`src/rtl/series_ctx_pkg.sv`:
```
// Purpose: shared types and constants for the series context bank.
// Latency: n/a (types, constants and a constant function only).
// Backpressure: n/a.
package series_ctx_pkg;

    localparam int X_W_DEF   = 8;
    localparam int N_W_DEF   = 4;
    localparam int Y_W_DEF   = 32;
    localparam int DEPTH_DEF = 4;

    typedef enum logic [1:0] {
        ST_IDLE = 2'd0,
        ST_LOAD = 2'd1,
        ST_RUN  = 2'd2,
        ST_DONE = 2'd3
    } state_t;

    // Initial term value: MSB clear, every lower bit set, in a w-bit field.
    // Returned in 64 bits so callers can truncate to their own width (w <= 64).
    function automatic logic [63:0] t_init(input int w);
        logic [63:0] one;
        one    = 64'd1;
        t_init = (one << (w - 1)) - one;
    endfunction

endpackage

```
`src/rtl/series_job_fifo.sv`:
```
// Purpose: DEPTH-entry job queue holding {x, n} records in FIFO order.
// Latency: a push is visible at the head one cycle later; pop_dat is the head combinationally.
// Backpressure: full is high at DEPTH entries and ignores a same-cycle pop; pushes while full are dropped.
//
// Ports: push_vld/push_dat write side, pop_rdy/pop_dat read side, empty/full status.
module series_job_fifo #(
    parameter int W     = 12,
    parameter int DEPTH = 4
) (
    input  logic         clk,
    input  logic         rst,
    input  logic         push_vld,
    input  logic [W-1:0] push_dat,
    input  logic         pop_rdy,
    output logic [W-1:0] pop_dat,
    output logic         empty,
    output logic         full
);

    localparam int AW = $clog2(DEPTH);

    logic [W-1:0] mem [DEPTH];
    // One extra pointer bit distinguishes full from empty when the indices match.
    logic [AW:0]  wr_ptr;
    logic [AW:0]  rd_ptr;
    logic         do_push;
    logic         do_pop;

    assign empty   = (wr_ptr == rd_ptr);
    assign full    = (wr_ptr[AW] != rd_ptr[AW]) && (wr_ptr[AW-1:0] == rd_ptr[AW-1:0]);
    assign do_push = push_vld && !full;
    assign do_pop  = pop_rdy && !empty;
    assign pop_dat = mem[rd_ptr[AW-1:0]];

    always_ff @(posedge clk or negedge rst) begin
        if (!rst) begin
            wr_ptr <= '0;
            rd_ptr <= '0;
        end else begin
            if (do_push) wr_ptr <= wr_ptr + (AW+1)'(1);
            if (do_pop)  rd_ptr <= rd_ptr + (AW+1)'(1);
        end
    end

    always_ff @(posedge clk) begin
        if (do_push) mem[wr_ptr[AW-1:0]] <= push_dat;
    end

endmodule

```
`src/rtl/series_context_bank.sv`:
```
// Purpose: queues series jobs and holds the active job context while an external datapath steps it.
// Latency: push into an idle, empty block -> LOAD after 1 edge -> context loaded (RUN/DONE) after 2 edges.
// Backpressure: in_ready = queue not full; a finished result holds in DONE until out_ready.
//
// Ports: in_valid/in_ready/in_x/in_n job input; upd/upd_y/upd_t/upd_ovf datapath step;
//        out_y/out_t/out_x/out_n/out_ovf active context; out_valid/out_ready result handshake; busy.
// Build option: SERIES_CTX_OVF_SAT_EN saturates out_y on an overflow-terminated step.
module series_context_bank
    import series_ctx_pkg::*;
#(
    parameter int X_W   = X_W_DEF,
    parameter int N_W   = N_W_DEF,
    parameter int Y_W   = Y_W_DEF,
    parameter int DEPTH = DEPTH_DEF
) (
    input  logic           clk,
    input  logic           rst,
    input  logic           in_valid,
    output logic           in_ready,
    input  logic [X_W-1:0] in_x,
    input  logic [N_W-1:0] in_n,
    input  logic           upd,
    input  logic [Y_W-1:0] upd_y,
    input  logic [Y_W-1:0] upd_t,
    input  logic           upd_ovf,
    output logic [Y_W-1:0] out_y,
    output logic [Y_W-1:0] out_t,
    output logic [X_W-1:0] out_x,
    output logic [N_W-1:0] out_n,
    output logic           out_ovf,
    output logic           out_valid,
    input  logic           out_ready,
    output logic           busy
);

    localparam int             JOB_W  = X_W + N_W;
    localparam logic [Y_W-1:0] T_INIT = Y_W'(t_init(Y_W));

    state_t           state;
    logic             q_empty;
    logic             q_full;
    logic [JOB_W-1:0] q_head;
    logic [X_W-1:0]   head_x;
    logic [N_W-1:0]   head_n;
    logic             push_vld;
    logic             pop_rdy;
    logic             last_step;
    logic [Y_W-1:0]   next_y;

    assign in_ready         = !q_full;
    assign push_vld         = in_valid && in_ready;
    // The head is consumed during the single LOAD cycle; LOAD is only entered with a non-empty queue.
    assign pop_rdy          = (state == ST_LOAD);
    assign {head_x, head_n} = q_head;
    assign busy             = (state != ST_IDLE);
    assign last_step        = (out_n == N_W'(1)) || upd_ovf;

`ifdef SERIES_CTX_OVF_SAT_EN
    // Any overflowing step ends the job, so saturate exactly on upd_ovf.
    assign next_y = upd_ovf ? T_INIT : upd_y;
`else
    assign next_y = upd_y;
`endif

    series_job_fifo #(
        .W     (JOB_W),
        .DEPTH (DEPTH)
    ) u_job_fifo (
        .clk      (clk),
        .rst      (rst),
        .push_vld (push_vld),
        .push_dat ({in_x, in_n}),
        .pop_rdy  (pop_rdy),
        .pop_dat  (q_head),
        .empty    (q_empty),
        .full     (q_full)
    );

    always_ff @(posedge clk or negedge rst) begin
        if (!rst) begin
            state     <= ST_IDLE;
            out_y     <= '0;
            out_t     <= '0;
            out_x     <= '0;
            out_n     <= '0;
            out_ovf   <= 1'b0;
            out_valid <= 1'b0;
        end else begin
            case (state)
                ST_IDLE: begin
                    if (!q_empty) state <= ST_LOAD;
                end
                ST_LOAD: begin
                    out_x   <= head_x;
                    out_n   <= head_n;
                    out_y   <= '0;
                    out_t   <= T_INIT;
                    out_ovf <= 1'b0;
                    if (head_n == '0) begin
                        state     <= ST_DONE;
                        out_valid <= 1'b1;
                    end else begin
                        state <= ST_RUN;
                    end
                end
                ST_RUN: begin
                    if (upd) begin
                        out_y   <= next_y;
                        out_t   <= upd_t;
                        out_ovf <= out_ovf | upd_ovf;
                        // RUN always exits at out_n == 1, but never let the counter wrap.
                        if (out_n != '0) out_n <= out_n - N_W'(1);
                        if (last_step) begin
                            state     <= ST_DONE;
                            out_valid <= 1'b1;
                        end
                    end
                end
                ST_DONE: begin
                    if (out_ready) begin
                        out_valid <= 1'b0;
                        state     <= q_empty ? ST_IDLE : ST_LOAD;
                    end
                end
                default: state <= ST_IDLE;
            endcase
        end
    end

endmodule

```
`config.mk`:
```
export PLATFORM = sky130hd
export DESIGN_NAME = series_context_bank
export DESIGN_NICKNAME = d
export VERILOG_FILES = /design/src/rtl/series_ctx_pkg.sv /design/src/rtl/series_job_fifo.sv /design/src/rtl/series_context_bank.sv
export SDC_FILE = /design/constraint.sdc
export NUM_CORES = 1
export LEC_CHECK = 0
export CAP_MARGIN = 20
export CORE_ASPECT_RATIO = 1.25
export CORE_MARGIN = 2
export CORE_UTILIZATION = 42
export CTS_BUF_LIST = sky130_fd_sc_hd__clkbuf_8 sky130_fd_sc_hd__clkbuf_16
export CTS_CLUSTER_SIZE = 8
export DETAILED_ROUTE_END_ITERATION = 12
export MAX_ROUTING_LAYER = met4
export PLACE_DENSITY = 0.76
export SLEW_MARGIN = 0
export SYNTH_ARGS = -nofsm -noshare
export SYNTH_HDL_FRONTEND = slang
export SYNTH_SLANG_ARGS = --single-unit
```
`constraint.sdc`:
```
create_clock -name clk -period 1.8 [get_ports clk]
set_input_delay 0.36 -clock clk [delete_from_list [all_inputs] [get_ports clk]]
set_output_delay 0.36 -clock clk [all_outputs]
set_load 0.01 [all_outputs]
```
==> results by group <==
Yosys
  – Number of synthesized flops with an enable pin: 48
  – Post-Synth Simple-Gate Area: 7.55%
  – Syn_area_per_cell: 14.8 µm²
  – Post-synth top cells: 86 x dfrtp_1, 48 x edfxtp_1, 47 x nand2_1
  – Top-count cell post-synth: dfrtp_1
  – Synth Warn #: 0
  – Adder-cell area share of the yosys netlist: 2.61%
  – Gate Count Post-Synth: 357
  – Post-synthesis register bit count: 134
  – Cell area after synthesis: between 5000 and 6000 µm²
  – XOR/XNOR share of the synthesized area: 1.47%
  – Compound-cell area share of the yosys netlist: 9.47%
  – Syn nets: 450
  – Library cells used by synthesis: 32
  – Top cell type's share of synthesized area: 40.8%
  – Seq/Total Area, Yosys: 68.2%
  – Top FF cell, synth: dfrtp_1
  – Mux share of post-synthesis cell area: a little over 8%
  – Largest family of logic cells by synthesized area: compound AO/OA/AOI/OAI gates
  – Synth top area cells: dfrtp_1 41%, edfxtp_1 27%, a22o_1 5.5%
  – Largest area contributor in the netlist: dfrtp_1
  – Post-synth ARST share: 64.2%

Worst setup path
  – CP max FO: 5
  – Reg2reg start: u_job_fifo.rd_ptr[0]$_DFFE_PN0P_
  – WS Path Type: reg -> reg
  – Critical Path Slowest Stage Cell: mux4_2
  – Worst EP arrival: 2.07 ns
  – Crit path launch: u_job_fifo.rd_ptr[0]$_DFFE_PN0P_
  – Element type at the critical path end: flop
  – Cells along the critical path: buf_12 > mux4_2 > nor4_4 > o211ai_2 > mux2i_1
  – Type of origin of the critical path: flop
  – Critical Path RT: between 2 and 2.5 ns
  – Crit path largest cell delay: 0.54 ns
  – Reg2reg setup slack: 0.02 ns

Route
  – Final WL: 12700 µm
  – Vias after detailed routing: 3689
  – # DRC: 0
  – Post-route ant nets: 0
  – WL per Instance: roughly 18 µm
  – Starting DRT DRC Count: 138
  – Vias per inst: approximately 5
  – Drt first pass iters: 4

Clock tree
  – Clock buffer depth: 2
  – H-tree Lvls: 4
  – Worst-Skew Late Latency: ~0.41 ns
  – Clk sinks: 134
  – CTS tree: yes
  – Num CTS Buffers: 17
  – Root buffer cell: clkbuf_16
  – Clock-pin slew on the worst setup and hold paths: 0.06 ns

Floorplanning
  – Die area: 13500 µm²
  – IO Count: 162
  – Row count: 45
  – Die height: about 130 µm
  – Die width: approximately 100 µm
  – Starting Density: 43.2%
  – Core area: 12200 µm²

STA
  – Final WS setup: between 0.015 and 0.02 ns
  – Fin. max-slew vios: 0
  – Final setup violating endpoints: 0
  – Peak Freq: about 560 MHz
  – Normalized max-slew margin: 66.1%
  – Final worst path period need: 1.78 ns
  – Tightest Pin Transition: 0.509 ns
  – Post-Route Setup TNS: 0 ns
  – Final period util: 99.0%
  – RSZ-0062 raised after global routing: yes
  – Final hold viol count: 0
  – Clock Skew: 0.00598 ns

Placement
  – IO buf count: approximately 160
  – Worst slack at placement: -0.0282 ns
  – RD Place Congestion: ~0.79
  – DP HPWL: 9030 µm

GRT
  – Total GRT Usage: around 20%
  – Largest net degree at the start of global routing: 39
  – Met3 Use GR: 6.29%
  – Vias in the first global route: 3852
  – Met2 usage: between 30% and 40%
  – Congestion Overflow GR: 0
  – Global-route wire length before repair: 20000 µm
  – Initial antenna violation count: 0
  – Most used routing layer: met2
  – Met1 Track Usage GR: 22.4%

Finish
  – Core Util, Final: between 60 and 70%
  – Share of cells above drive strength 1: ~18%
  – Ant diodes: 0
  – Filler cells: roughly 900
  – Area delta synth->final: 50.9%
  – Layout net count: 639

Power
  – Comb pwr share: 41.5%
  – Total power: 14.8 mW
  – Internal power: 10.2 mW
  – Leak: 3.26 nW
  – Sw frac: 31.2%
  – Sequential Power Share: between 30% and 40%
  – Psw: 4.61 mW
  – Clock network fraction of total power: roughly a quarter
  – PwrDens: 1860 nW/µm²
  – Worst VDD drop: 0.00101 V

Hold path
  – HP Class: in -> async

Flow run
  – Max Cap Violations: 0

Run status
  – Status: finished clean
-- worst max-delay path: cells and delay by family, from the launching register on --
kind                   cells  cell delay (ns)
AOI/OAI and AO/OA          1             0.13
muxes                      2             0.66
DFF                        1             0.39
buffers and inverters      1             0.13
and+or+nand+nor            1             0.34
-- metrics by stage --
step	std cells	cell area [µm²]	hold slack [ns]
floorplan	357	5280	0.0644
global placement	686	7270	0.348
detailed placement	686	7270	0.354
CTS	719	7910	0.463
global route	723	7960	0.494
finish	723	7960	0.451
-- per-layer routing --
metal | routed length, µm | vias up
met1 | 4990 | 1842
met2 | 6570 | 139
met3 | 938 | 16
li1 | - | 1692
met5 | 0 | -
met4 | 159 | 0
-- timing repair --
item / 4_1_cts / 5_1_grt
resized for setup: 12 / 6
hold buffers: 1 / 0
setup endpoints to repair: 5 / 43
pin swaps: 0 / 5
endpoints found under the hold margin: 35 / 0
buffers inserted: 0 / 4
-- path summary, 6_finish.rpt --
kind | end | cells past startpoint
max | out_valid$_DFFE_PN0P_ | 5
min | out_y[20]$_DFFE_PN0P_ | 2
max reg2reg | out_valid$_DFFE_PN0P_ | 5
min reg2reg | out_t[15]$_DFFE_PN0P_ | 1
max in group asynchronous | out_valid$_DFFE_PN0P_ | 3
min in group clk | out_t[15]$_DFFE_PN0P_ | 1
-- registers in the layout (all words and copies together) (netlist names) --
register,flops
out_n,4
out_ovf,1
out_t,32
out_valid,1
out_x,8
out_y,32
state,2
u_job_fifo.mem,48
u_job_fifo.rd_ptr,3
u_job_fifo.wr_ptr,3
-- final cells by class --
| cell class | count | area, µm² | area share (%) |
|---|---|---|---|
| clock buffer | 19 | 453 | 5.69 |
| multi-input combinational | 191 | 1570 | 19.7 |
| timing repair buffer | 190 | 1910 | 24.0 |
| sequential | 134 | 3590 | 45.2 |
| clock inverter | 13 | 179 | 2.25 |
| inverter | 12 | 45.0 | 0.566 |
| tap | 164 | 205 | 2.58 |
-- logic make-up after synthesis --
family | after synthesis
simple gates | 86
flops | 134
xor+xnor | 8
mux | 26
fa+ha+maj | 11
compound gates | 60
buf+inv | 32
-- power by group through the flow --
stage	Sequential [mW]	Combinational (mW)	Clock [mW]
floorplan	5.37	2.74	0
global placement	5.02	5.93	0
detailed placement	5.07	6.10	0
CTS	5.04	6.13	3.71
global route	5.17	6.69	3.83
finish	5.03	6.14	3.64
-- placed cells by master, fill, tap and decap left out, types with 3 or more instances in the layout --
cell and instances:
edfxtp_1 48, a22o_1 33, xnor2_1 3, dfrtp_1 86
nor2_1 5, clkinvlp_4 4, bufinv_16 4, xor2_1 3
buf_4 22, clkbuf_16 17, buf_12 7, nand3_1 22
ha_1 9, inv_1 11, clkdlybuf4s50_1 154, mux2_2 11
o21ai_0 7, nand2_1 46, mux4_2 12, mux2i_1 3
dlygate4sd2_1 3, and2_2 5, o22a_1 12
No activity file was read; power rests on OpenSTA's default activity.
==> edit, RTL diff (config.mk and constraints unchanged) <==
Encoding of `state_t`: now one-hot (4 bits for 4 states).
--- a/src/rtl/series_ctx_pkg.sv
+++ b/src/rtl/series_ctx_pkg.sv
@@ -9,9 +9,9 @@
     localparam int DEPTH_DEF = 4;
 
-    typedef enum logic [1:0] {
-        ST_IDLE = 2'd0,
-        ST_LOAD = 2'd1,
-        ST_RUN  = 2'd2,
-        ST_DONE = 2'd3
+    typedef enum logic [3:0] {
+        ST_IDLE = 4'b0001,
+        ST_LOAD = 4'b0010,
+        ST_RUN  = 4'b0100,
+        ST_DONE = 4'b1000
     } state_t;
 
Behaviour: same outputs for any inputs over 10 cycles, from zero or initial values and one cycle with rst low; not proved beyond that.
==> edit against the unedited design <==
- the run now ends with negative setup slack left
- sequential cell count grew 2
- die area up 1.0%
- wire length increased by 8.1%
- via count is 7.3% higher
- worst setup slack got worse by 60 ps
- power down 8.9%
- synthesized cell count rose by 7.6%
- design area is 4.5% higher
- critical endpoint is now out_n[1]
- synthesized area grew 1.0%
- non-clock buffer count is 16 higher
- sequential share of layout area shrank 1.3 points
- sequential power down 6.6%
==> edit: results (changes against the unedited design) <==
Yosys:
- The synthesized-area fraction occupied by ao, oa, aoi and oai cells came to 0.117 (+0.0223).
- The per-instance average area after synthesis is 13.9 µm² (-6.1%).
- The post-synthesis share of cell area spent on full adders, half adders and majority gates is 0.0164 (-0.00966).
- The fraction of registers with async set/reset is 0.647 (+0.00527).
- The number of library cell types mapped by synthesis is 43 (+34%).
- The proportion of synthesized chip area in sequential cells is 0.684 (+0.00259).
- The number of nets in the synthesized netlist was 473 (+5.1%).
- The multiplexer share of the synthesized area is 0.0568 (-0.0236).
- The parity-gate share of the synthesized area counting xor and xnor cells came to 0.0148 (+0.0000828).

Hold path:
- The path type of the worst min-delay path is reg2reg.

Critical path:
- The critical path's largest stage delay is 580 ps (+40 ps).
- The number of cell instances on the worst register-to-register path is 4 (-1).
- The cell at the slowest stage of the critical path is or4b_4.
- The worst reg-to-reg setup slack is -40 ps (-60 ps).
- The worst setup path endpoint is out_n[1].

Cells and area:
- The area of all placed cells without fillers is 0.00832 mm² (+4.5%).
- The layout cell share with drive strength beyond 1 is 0.186 (+0.00852).
- The number of filler instances in the final layout came to 960 (+6.8%).

CTS:
- The count of cells resized by post-cts repair is 25 (+13).

Status:
- The final reports fail on negative setup slack.
- The flow ran to the end, but the final reports show violations.

Drt:
- The initial detailed-routing violation count came to 188 (+36%).
- The post-detailed-routing wire length was 13,700 µm (+8.1%).
- The routed via count is 3,957 (+7.3%).
- The average routed wire per standard cell is 17.9 µm (+2.0%).

GRT:
- The number of global-route vias before repair is 4,066 (+5.6%).
- The wire length of the first global-routing pass is 21,100 µm (+5.3%).
- The largest net degree at the start of global routing came to 89 (+130%).

STA:
- The least setup slack across all paths after layout came to -41.4 ps (-59.9 ps).
- The number of setup violations in the final report is 2 (+2).
- The worst max-slew margin expressed relative to the limit was 0.673 (+0.0122).
- The clock tree skew after final layout came to 3.61 ps (-2.37 ps).

Power:
- The leakage power figure is 3.46 nW (+5.9%).
- The net switching power of the design is 4.28 mW (-7.3%).

Place:
- The placed cell area was 0.00742 mm² (+2.1%).
- The worst setup timing slack at the placement stage was -188 ps (-160 ps).
## edit: power by group through the flow
stage	Sequential [mW]	Combinational (mW)	Clock, mW
4_1_cts	4.70	5.20	3.49
3_5_place_dp	4.70	4.97	0
6_report	4.70	5.37	3.42
2_1_floorplan	4.89	2.16	0
3_3_place_gp	4.66	4.81	0
5_1_grt	4.79	5.85	3.61
## edit: cell type report
type | count | area share
Clock buffer | 17 | 0.0512
Clock inverter | 14 | 0.0191
Inverter | 6 | 0.00271
Multi-Input combinational cell | 219 | 0.204
Sequential cell | 136 | 0.439
Tap cell | 168 | 0.0253
Timing Repair Buffer | 206 | 0.259
## edit: metal layers
layer  global-route usage  part of all wire
met4               0.0910             0.031
met3               0.0564             0.046
met5                    -                 0
met1                0.232              0.38
met2                0.357              0.54
## edit: critical path: cells and delay by family, from the launching register on
family / cells / cell delay, ps
AND/OR/NAND/NOR: 3 / 1000
flip-flops: 1 / 420
multiplexers: 1 / 300
